`config.mk`:
```
export PLATFORM = sky130hd
export DESIGN_NAME = overcurrent_retry_ctrl
export DESIGN_NICKNAME = d
export VERILOG_FILES = /design/src/rtl/overcurrent_retry_ctrl.sv
export SDC_FILE = /design/constraint.sdc
export NUM_CORES = 1
export LEC_CHECK = 0
export BUFFER_PORTS_ARGS = -buffer_cell sky130_fd_sc_hd__clkbuf_2
export CAP_MARGIN = 20
export CORE_MARGIN = 4
export CORE_UTILIZATION = 60
export DETAILED_ROUTE_END_ITERATION = 10
export PLACE_DENSITY = 0.78
export REMOVE_ABC_BUFFERS = 1
export SLEW_MARGIN = 30
export SYNTH_ARGS = -nofsm -noshare
export SYNTH_HDL_FRONTEND = slang
export SYNTH_SLANG_ARGS = --single-unit
```
`constraint.sdc`:
```
create_clock -name clk -period 6.1 [get_ports clk]
set_clock_uncertainty 0.1 [all_clocks]
set_input_delay 0.305 -clock clk [delete_from_list [all_inputs] [get_ports clk]]
set_output_delay 0.305 -clock clk [all_outputs]
set_load 0.005 [all_outputs]
```
`src/rtl/overcurrent_retry_ctrl.sv`:
```
// overcurrent_retry_ctrl: gates the H-bridge enable/direction on a debounced
// overcurrent trip, retries after a timed cooldown, decays the retry count
// after a clean run window, and latches a lockout that needs an operator clear.
// Optional build macro OVERCURRENT_BAT_LOCKOUT_EN: battery overcurrent locks
// out immediately instead of being debounced and retried like a motor fault.
module overcurrent_retry_ctrl #(
   parameter int unsigned DEBOUNCE        = 4,
   parameter int unsigned COOLDOWN_CYCLES = 50000,
   parameter int unsigned MAX_RETRIES     = 3
) (
   input  logic       clk,
   input  logic       reset,
   input  logic       pwm_in,
   input  logic       dir_in,
   input  logic       over_motor,
   input  logic       over_bat,
   input  logic       clear,
   output logic       en_a,
   output logic [1:0] motor_dir,
   output logic       fault,
   output logic       lockout,
   output logic [2:0] retry_cnt
);

   localparam int unsigned DEB_W = 8;
   localparam int unsigned TMR_W = 20;
   localparam int unsigned CNT_W = 3;

   localparam logic [DEB_W-1:0] DEB_LAST = DEB_W'(DEBOUNCE - 1);
   localparam logic [TMR_W-1:0] TMR_LAST = TMR_W'(COOLDOWN_CYCLES - 1);
   localparam logic [CNT_W-1:0] CNT_MAX  = CNT_W'(MAX_RETRIES);
   localparam logic [CNT_W-1:0] CNT_SAT  = '1;

   typedef enum logic [1:0] {
      S_RUN  = 2'd0,
      S_TRIP = 2'd1,
      S_COOL = 2'd2,
      S_LOCK = 2'd3
   } state_e;

   state_e           state_q;
   logic             m_meta_q, s_motor_q;
   logic             b_meta_q, s_bat_q;
   logic [DEB_W-1:0] deb_q;
   logic [TMR_W-1:0] tmr_q;
   logic [CNT_W-1:0] retry_q;
   logic             en_q;
   logic [1:0]       dir_q;
   logic             fault_q;
   logic             lock_q;

   logic             oc_c;
   logic             bat_lock_c;
   logic [CNT_W-1:0] retry_d;

   // Fault qualifiers for the selected battery policy and the saturating retry increment
   always_comb begin
`ifdef OVERCURRENT_BAT_LOCKOUT_EN
      oc_c       = s_motor_q;
      bat_lock_c = s_bat_q;
`else
      oc_c       = s_motor_q | s_bat_q;
      bat_lock_c = 1'b0;
`endif
      retry_d = (retry_q == CNT_SAT) ? retry_q : retry_q + CNT_W'(1);
   end

   // Synchronizers, trip/retry/lockout state machine, counters and registered outputs
   always_ff @(posedge clk) begin
      if (reset) begin
         state_q   <= S_RUN;
         m_meta_q  <= 1'b0;
         s_motor_q <= 1'b0;
         b_meta_q  <= 1'b0;
         s_bat_q   <= 1'b0;
         deb_q     <= '0;
         tmr_q     <= '0;
         retry_q   <= '0;
         en_q      <= 1'b0;
         dir_q     <= 2'b00;
         fault_q   <= 1'b0;
         lock_q    <= 1'b0;
      end else begin
         m_meta_q  <= over_motor;
         s_motor_q <= m_meta_q;
         b_meta_q  <= over_bat;
         s_bat_q   <= b_meta_q;
         en_q      <= 1'b0;
         dir_q     <= 2'b00;
         case (state_q)
            S_RUN: begin
               if (bat_lock_c) begin
                  state_q <= S_LOCK;
                  fault_q <= 1'b1;
                  lock_q  <= 1'b1;
                  deb_q   <= '0;
                  tmr_q   <= '0;
               end else if (oc_c && (deb_q == DEB_LAST)) begin
                  state_q <= S_TRIP;
                  fault_q <= 1'b1;
                  deb_q   <= '0;
                  tmr_q   <= '0;
               end else begin
                  en_q  <= pwm_in;
                  dir_q <= {~dir_in, dir_in};
                  if (oc_c) begin
                     deb_q <= deb_q + DEB_W'(1);
                     tmr_q <= '0;
                  end else begin
                     deb_q <= '0;
                     if (tmr_q == TMR_LAST) begin
                        tmr_q   <= '0;
                        retry_q <= '0;
                     end else begin
                        tmr_q <= tmr_q + TMR_W'(1);
                     end
                  end
               end
            end
            S_TRIP: begin
               tmr_q <= '0;
               if (bat_lock_c) begin
                  state_q <= S_LOCK;
                  lock_q  <= 1'b1;
               end else begin
                  retry_q <= retry_d;
                  if (retry_d > CNT_MAX) begin
                     state_q <= S_LOCK;
                     lock_q  <= 1'b1;
                  end else begin
                     state_q <= S_COOL;
                  end
               end
            end
            S_COOL: begin
               if (bat_lock_c) begin
                  state_q <= S_LOCK;
                  lock_q  <= 1'b1;
                  tmr_q   <= '0;
               end else if (tmr_q == TMR_LAST) begin
                  tmr_q <= '0;
                  if (!oc_c) begin
                     state_q <= S_RUN;
                     fault_q <= 1'b0;
                  end
               end else begin
                  tmr_q <= tmr_q + TMR_W'(1);
               end
            end
            default: begin
               if (clear && !s_motor_q && !s_bat_q) begin
                  state_q <= S_RUN;
                  retry_q <= '0;
                  fault_q <= 1'b0;
                  lock_q  <= 1'b0;
               end
            end
         endcase
      end
   end

   assign en_a      = en_q;
   assign motor_dir = dir_q;
   assign fault     = fault_q;
   assign lockout   = lock_q;
   assign retry_cnt = retry_q;

endmodule

```
==> impl_metrics.ini <==
[status]
outcome = finished clean

[synth]
yosysTopAreaCellShare = 0.407
synth_top_cells_by_area = dfxtp_1 (41%), nor2_1 (7.1%), xnor2_1 (5.9%)
yosys_most_used_dff = dfxtp_1
syn_avg_cell_area_um2 = 8.54
yosysWarnings = 0
synth_seq_cells = 42
async_flop_share = 0
yosysMostFrequentCell = dfxtp_1
yosys-top-cells-count = dfxtp_1 (42), nor2_1 (39), nand2_1 (17), nand3_1 (14), xnor2_1 (14)
synth_top_area_cell = dfxtp_1
synth_area_um2 = 2070
syn_inst = 242
synth_edf_count = 0
ys_types = 43
ys_seq_area_frac = 0.407

[worst_setup_path]
cpMaxStageDelayCell = or4b_4
r2r_cells = 6
setup.worst_path.start_class = flip-flop
worst_path_largest_cell_delay_ps = 510
cp.arrival_ps = 2580
r2r_setup_slack_ps = 3690
reg2reg_from = deb_q[0]
crit_chain = ha_1, or4b_4, o31ai_4, a21bo_1, or4_1, o31ai_1
rr_endpoint = state_q[0]
required_ps = 6260
crit_type = flip-flop to flip-flop
cp-end-kind = flip-flop
path_max_fanout = 5

[pwr]
seqPwrFrac = 0.523
p_sw_frac = 0.274
p_comb_frac = 0.174
p_per_area_nw_per_um2 = 252
clock_power_share = 0.304
switchingPower_mw = 0.155
leakage_nw = 0.792
peakVddDrop_v = 0.000183
p_total_mw = 0.566
p_int_mw = 0.411

[timing]
final.setup.tns_ps = 0
final-hold-violation-count = 0
fin_crit_sh = 0.396
tightestPinTransition_ps = 734
slew_headroom = 0.506
fmax_mhz = 414
period_minus_slack_ps = 2410
slew_viol_final = 0
rsz0062_at_grt = no
finalSetupViolCount = 0

[clock_network]
cts_buffers = 5
clk_path_buf_depth = 2
post_cts_buffers = 0
holdBufCountCts = 0
cts_tree = built
clkSinkCount = 42
clk-insertion-delay-late_ps = 340
root_buffer = clkbuf_4
cts_resized = 0
path_clk_slew_ps = 130
htreeDepth = 2

[grt]
grt_max_degree = 22
grt_use_total = 0.189
grt_pass1_vias = 1492
grt_pass1_wl_mm = 6.64
antenna_found_initial = 0
overflow = 0

[final_layout]
final-seq-area_um2 = 841
layout.nets = 269
finish.instance_area_um2 = 2240
drive_above_1_share = 0.105
multi_input_area_um2 = 1170
diodes = 0
filler_cell_count = 296
syn_to_final_growth_pct = 8.54

[routing]
vias_per_cell = 5.61
wl_per_cell_um = 12.6
ant_nets = 0
drc = 0
drt_pre_antenna_iters = 4
drt_wl_total_mm = 3.81
vias = 1695
initialDrtViolationCount = 91

[hold_path]
hold_start = dir_in
hp-class = input pin to flip-flop
worstHoldPathCells = 2
holdPathEnd = motor_dir[1]

[die]
ioPinCount = 15
start_util = 0.619
die_w_um = 66.7
coreArea_um2 = 3340
row_count = 21
die_area_um2 = 4450
fp.dieH_um = 66.7

[place]
placed_cell_area_um2 = 2170
dp_hpwl_mm = 2.73
port_buffers = 14
gp_congestion = 0.856

[run]
maxCapViolations = 0
## flip-flops by register name, indices dropped and copies added, names as in the netlist
signal     flops
retry_cnt      3
deb_q          8
m_meta_q       1
b_meta_q       1
s_motor_q      1
fault          1
s_bat_q        1
tmr_q         20
en_a           1
motor_dir      2
lockout        1
state_q        2
## area by class of cell
cell class / instances / area share
Multi-Input combinational cell: 185 / 0.521
Sequential cell: 42 / 0.375
Timing Repair Buffer: 15 / 0.0346
Tap cell: 46 / 0.0257
Clock buffer: 7 / 0.0201
Clock inverter: 1 / 0.0134
Inverter: 6 / 0.0100
## power by group through the flow
| stage | registers [mW] | logic [mW] | clock network, mW |
|---|---|---|---|
| after global routing | 0.298 | 0.110 | 0.186 |
| final | 0.296 | 0.0982 | 0.172 |
| after CTS | 0.296 | 0.0987 | 0.176 |
| after detailed placement | 0.302 | 0.0977 | 0 |
| after global placement | 0.301 | 0.0963 | 0 |
| after floorplan | 0.301 | 0.0686 | 0 |
## placed cells by master (no fill, tap or decap), types with 6 or more instances in the layout
master	synthesis	final
dfxtp_1	42	42
a21oi_1	8	8
inv_1	6	6
nor4_1	6	6
clkbuf_2	0	14
nor2b_1	6	6
xnor2_1	14	14
nand3_1	14	14
nand2_1	17	17
o21ai_0	11	10
ha_1	7	7
xor2_1	7	7
nor2_1	39	39
## how the worst max path moves through the flow
| stage | startpoint | end | slack (ps) | cells past startpoint |
|---|---|---|---|---|
| 5_1_grt | deb_q[0] | state_q[0] | 3560 | 6 |
| 6_report | deb_q[0] | state_q[0] | 3690 | 6 |
| 4_1_cts | deb_q[0] | state_q[0] | 3690 | 6 |
| 3_3_place_gp | deb_q[0] | state_q[0] | 3780 | 6 |
| 2_1_floorplan | tmr_q[14] | tmr_q[0] | 3640 | 5 |
| 3_5_place_dp | deb_q[0] | state_q[0] | 3720 | 6 |
## metrics by stage
step | instances | utilization | hold WS (ps) | setup slack, ps
4_1_cts | 302 | 0.672 | 21.7 | 3690
6_report | 302 | 0.672 | 28.9 | 3690
5_1_grt | 302 | 0.672 | 12.2 | 3560
3_5_place_dp | 294 | 0.649 | 330 | 3720
3_3_place_gp | 294 | 0.649 | 316 | 3780
2_1_floorplan | 233 | - | 274 | 3640
## metal layers
layer	vias up	global-route usage	routed length, um
li1	880	-	-
met1	780	0.262	1930
met2	33	0.291	1680
met3	2	0.0422	172
met4	0	0.0558	24
met5	-	0	0
## worst max-delay path: cells and delay by family, from the launching register on
| kind | cells | cell delay [ps] |
|---|---|---|
| DFF | 1 | 400 |
| adders and majority gates | 1 | 240 |
| and+or+nand+nor | 2 | 970 |
| AOI/OAI and AO/OA | 3 | 610 |
## cells by family (layout without fill, tap and decap cells)
kind of cell	Yosys count	in the layout	synth area share
simple gates	115	115	0.286
flops	42	42	0.407
compound gates	37	37	0.124
xor+xnor	21	21	0.0890
buf+inv	15	29	0.0273
fa+ha+maj	7	7	0.0424
mux	5	5	0.0248
No activity file was read; power rests on OpenSTA's default activity.
